## src/rtl/quiescence_slot_responder.sv

```systemverilog
// Per-slot quiescence endpoint: gates app memory requests, tracks outstanding
// transactions, drains on quiesce and reports slot status on check commands.

package quiescence_slot_responder_pkg;

    typedef struct packed {
        logic        valid;
        logic        isRequest;
        logic [63:0] data;
    } QuiescenceReq;

    typedef struct packed {
        logic        valid;
        logic [63:0] data;
    } QuiescenceResp;

endpackage

module quiescence_slot_responder
    import quiescence_slot_responder_pkg::*;
#(
    parameter int unsigned CNT_WIDTH      = 8,
    parameter int unsigned TIMEOUT_CYCLES = 4096
) (
    input  logic          clk,
    input  logic          rst,
    input  QuiescenceReq  quiescence_req,
    output QuiescenceResp quiescence_resp,
    input  logic          app_req_valid,
    output logic          app_req_grant,
    output logic          mem_req_valid,
    input  logic          mem_req_grant,
    input  logic          mem_resp_valid,
    input  logic          mem_resp_grant,
    output logic          quiesced
);

    typedef enum logic [1:0] {
        RUN,
        DRAIN,
        QUIESCED
    } state_t;

    state_t               state;
    logic [CNT_WIDTH-1:0] count;
    logic [31:0]          drain_timer;
    logic                 timeout_flag;
    logic                 underflow_err;
    logic                 armed;

    logic                 accept;
    logic                 retire;
    logic                 check_fire;
    logic [63:0]          cnt_ext;
    logic [63:0]          status_word;
    logic                 unused_bits;

    // Request gating, transaction events and the status word built from registered state
    always_comb begin
        mem_req_valid  = app_req_valid && (state == RUN) && (count != '1);
        app_req_grant  = mem_req_grant && mem_req_valid;
        accept         = mem_req_valid && mem_req_grant;
        retire         = mem_resp_valid && mem_resp_grant;
        check_fire     = quiescence_req.valid && !quiescence_req.isRequest && armed;
        quiesced       = (state == QUIESCED);
        cnt_ext        = 64'(count);
        status_word    = '0;
        status_word[0] = (state == QUIESCED);
        status_word[1] = (state != RUN);
        status_word[2] = timeout_flag;
        status_word[3] = underflow_err;
        status_word[15:8] = cnt_ext[7:0];
        unused_bits    = ^{quiescence_req.data[63:1], cnt_ext[63:8]};
    end

    // Counter, drain timer, state machine, check handshake and response register
    always_ff @(posedge clk) begin
        if (rst) begin
            state           <= RUN;
            count           <= '0;
            drain_timer     <= '0;
            timeout_flag    <= 1'b0;
            underflow_err   <= 1'b0;
            armed           <= 1'b1;
            quiescence_resp <= '0;
        end else begin
            quiescence_resp.valid <= 1'b0;
            if (check_fire) begin
                quiescence_resp.valid <= 1'b1;
                quiescence_resp.data  <= status_word;
            end

            // The controller holds valid high while waiting, so re-arm only on idle cycles
            if (!quiescence_req.valid) begin
                armed <= 1'b1;
            end else if (check_fire) begin
                armed <= 1'b0;
            end

            if (accept && !retire) begin
                count <= count + 1'b1;
            end else if (retire && !accept) begin
                if (count == '0) begin
                    underflow_err <= 1'b1;
                end else begin
                    count <= count - 1'b1;
                end
            end

            if ((state == DRAIN) && (drain_timer != TIMEOUT_CYCLES)) begin
                drain_timer <= drain_timer + 32'd1;
            end
            if ((state == DRAIN) && (TIMEOUT_CYCLES != 0) && (drain_timer == TIMEOUT_CYCLES)) begin
                timeout_flag <= 1'b1;
            end

            if ((state == DRAIN) && (count == '0)) begin
                state <= QUIESCED;
            end

            // Commands are decoded last so a resume overrides the drain completion and timeout set
            if (quiescence_req.valid && quiescence_req.isRequest) begin
                if (quiescence_req.data[0]) begin
                    if (state == RUN) begin
                        state       <= DRAIN;
                        drain_timer <= '0;
                    end
                end else begin
                    state        <= RUN;
                    timeout_flag <= 1'b0;
                end
            end
        end
    end

endmodule
```

## config.mk

```make
export PLATFORM = sky130hd
export DESIGN_NAME = quiescence_slot_responder
export DESIGN_NICKNAME = d
export VERILOG_FILES = /design/src/rtl/quiescence_slot_responder.sv
export SDC_FILE = /design/constraint.sdc
export NUM_CORES = 1
export LEC_CHECK = 0
export CAP_MARGIN = 25
export CORE_UTILIZATION = 30
export DETAILED_ROUTE_END_ITERATION = 10
export DONT_BUFFER_PORTS = 1
export SLEW_MARGIN = 0
export SYNTH_ARGS = -nofsm -noshare
export SYNTH_HDL_FRONTEND = slang
export SYNTH_SLANG_ARGS = --single-unit
```

## constraint.sdc

```tcl
create_clock -name clk -period 3.1 [get_ports clk]
set_clock_uncertainty 0.15 [all_clocks]
set_input_delay 0.62 -clock clk [delete_from_list [all_inputs] [get_ports clk]]
set_output_delay 0.62 -clock clk [all_outputs]
set_load 0.02 [all_outputs]
```

==> key figures <==
Yosys
  – Avg Cell Area, Syn: 8.171 um2
  – Post-synthesis cell type count: 49
  – #FFs+latches synth: 58
  – Syn. warnings: 0
  – Predominant post-synthesis flop cell: dfxtp_1
  – Async SR Flop Fraction: 0%
  – Synthesized instance count: just under 400
  – Sequential element share of the synthesized area: 35.71%
  – Post-synth EDFFs: 0
  – Mapped Area: 3252 um2

Floorplanning
  – Die H: 106.1 um
  – Core footprint: 10420 um2
  – Initial Utilization: a little under a third
  – Die Area: 11260 um2
  – Chip Width: about 110 um
  – Core Rows: 37
  – Ports: 140

Timing
  – Final worst path period share: roughly 94%
  – Setup total negative slack: 0 ps
  – Final Hold Fails: 0
  – Slew @ Worst Pin: 714.4 ps
  – # setup viols final: 0
  – RSZ-0062 raised after global routing: false
  – Slew HR: about 52%
  – Min cycle time layout: 2912 ps
  – Max Freq: 343.4 MHz
  – Count of final max-slew check failures: 0

Setup path
  – Endpoint type of the worst setup path: flop
  – CP max-delay cell: dfxtp_1
  – CP arrival: 2990 ps
  – FF-to-FF Start: count[7]
  – Crit path from: count[7]
  – Startpoint types: flop
  – CP Data Required Time: 3180 ps
  – Crit-path max FO: 8
  – Worst path cell trace: nand4_1 > o211a_1 > nand2_1 > inv_1 > ha_1 > inv_4 > ha_1 > a21oi_1 > o2111ai_1 > a211o_1 > a21oi_1 > mux2_1
  – Crit Path Category: flop to flop
  – Largest stage delay on the critical path: 390 ps

Hold path
  – Hold Crit Class: primary input to flop
  – Startpoint of the worst hold path: rst

CTS
  – Post-CTS Resized: 0
  – CTS buffer count: 9
  – Setup bufs post-CTS: 0
  – CTS Buffer Depth: 2
  – Hold-fix buffers, CTS: 0
  – Htree depth: 3
  – TritonCTS clock tree: done
  – Clk slew on worst S/H paths: 60 ps
  – Root buffer cell: clkbuf_8
  – # clock sinks: 58
  – Worst-Skew Late Latency: 350 ps

Placed design
  – Dpl hpwl: 4779 um
  – Port buffer count: 0
  – Placer Congestion: 0.7176

Route
  – Initial detailed-routing violation count: 62
  – Total vias in the final route: 2554
  – Antenna-violating nets left: 0
  – Routed len/inst: 11.67 um
  – DR pass1 iterations: 4
  – Total Wirelength: 6452 um
  – Vias per cell: 4.618
  – DRC: 0

Power
  – P per Cell Area: 678.0 nW/um2
  – P_leak: roughly 1.3 nW
  – VDD IR max: 0.4651 mV

Outcome
  – Status: completed

Global routing
  – First-pass GRT wire length: 11180 um
  – Total gr overflow: 0
  – GRT Resource Usage Total: roughly 13%
  – Largest net degree at the start of global routing: 29
  – Initial antenna violation count: 0
  – Number of global-route vias before repair: approximately 2400

Finish
  – Antenna diode count: 0
  – Layout cell share with drive strength beyond 1: a little under a tenth
  – Final core utilization: 33.45%
  – Synth-to-layout area growth: 7.157%
  – Layout Nets: 496

Run
  – Max-Cap Viols: 0
==> cell usage after synthesis, drive strengths merged (3+ instances only) <==
master   number  area [um2]
or4           4       33.78
nor3         12       60.06
inv          12       45.04
nand3        15       92.59
o21ai        10       50.04
nand4        11       75.07
nand2        46       172.7
o2111ai       3       26.28
clkbuf        6       22.52
nor4         12       75.07
xor2          4       35.03
nor2         36       135.1
buf          58       425.4
nor2b         3       18.77
xnor2        24       210.2
and4          4       35.03
and3          4       26.28
a21oi        32       160.2
ha           10       125.1
dfxtp        58        1161
or3           9       56.30
==> layer usage <==
metal  track usage [%]  wire, um  vias up  part of all wire (%)
met1             14.31      2812     1185                    44
met2             20.50      3135       53                    49
met5                 0         0        -                     0
li1                  -         -     1308                     -
met4             4.563        79        0                   1.2
met3             6.070       424        8                   6.6
==> cell usage in the layout (no fill, tap or decap), types with 2 or more instances in the layout <==
cell,Yosys,layout
dfxtp_1,58,58
nor4b_1,2,2
nor3_1,12,12
or4_1,3,3
xor2_1,4,4
a211oi_1,2,2
nor2b_1,3,3
clkinv_2,0,2
nand2_1,46,46
clkbuf_8,0,13
a21oi_1,32,32
o211ai_1,2,2
and4_1,4,4
nand2b_1,2,2
buf_4,53,17
nand3_1,13,13
nor4_1,12,12
xnor2_1,24,24
o21bai_1,2,2
nor2_1,36,36
conb_1,1,52
o21ai_0,9,9
inv_1,12,11
and3_1,3,3
nand3b_1,2,2
o2111ai_1,3,3
or3_1,9,9
ha_1,10,10
nand4_1,10,10
==> per-stage QoR <==
stage	setup slack, ps	instances	total power, mW	hold slack [ps]	area (um2)
global placement	79.40	538	1.710	293.6	3293
detailed placement	50.56	538	1.725	300.0	3293
floorplan	5.346	449	1.542	281.6	3443
finish	187.8	553	2.363	193.4	3485
CTS	19.04	553	2.397	170.2	3482
global route	14.07	553	2.534	169.0	3485
==> power by group <==
part	total [mW]	switching (mW)	internal [mW]
clock network	0.660	0.290	0.370
logic	0.828	0.465	0.363
registers	0.875	0.0581	0.817
total	2.36	0.813	1.55
==> sequential cells by signal (all words and copies together) (netlist names) <==
register,count
count,8
timeout_flag,1
armed,1
drain_timer,32
state,2
underflow_err,1
quiescence_resp,13
==> critical path, delay by kind of cell (launching register included) <==
| kind | cells | cell delay [ps] |
|---|---|---|
| compound gates | 5 | 1040 |
| fa+ha+maj | 2 | 500 |
| flops | 1 | 390 |
| mux | 1 | 340 |
| simple gates | 2 | 200 |
| buf+inv | 2 | 180 |
==> final timing paths <==
path / endpoint / slack (ps) / depth (start not counted)
max: count[7] / 190 / 12
min: count[3] / 190 / 1
max reg2reg: count[7] / 190 / 12
min reg2reg: quiescence_resp[2] / 300 / 2
==> kinds of logic (layout without fill, tap and decap cells) <==
logic type	count (synthesis)	in the layout	share of synthesized area (%)
AOI/OAI and AO/OA	58	58	10.47
xor gates and xnor gates	28	28	7.541
adders and majority gates	11	11	4.463
buffers and inverters	76	44	15.16
DFF	58	58	35.71
muxes	2	2	0.6541
other	1	52	0.1153
and+or+nand+nor	164	164	25.89
==> layout make-up <==
class                           instances  area, um2
Sequential cell                        58       1161
Multi-Input combinational cell        315       1789
Clock buffer                           13      178.9
Inverter                               12      47.55
Clock inverter                          2      10.01
Timing Repair Buffer                   17      127.6
Tap cell                              136      170.2
Fill cell                            1108       6932
No activity file was read; power rests on OpenSTA's default activity.
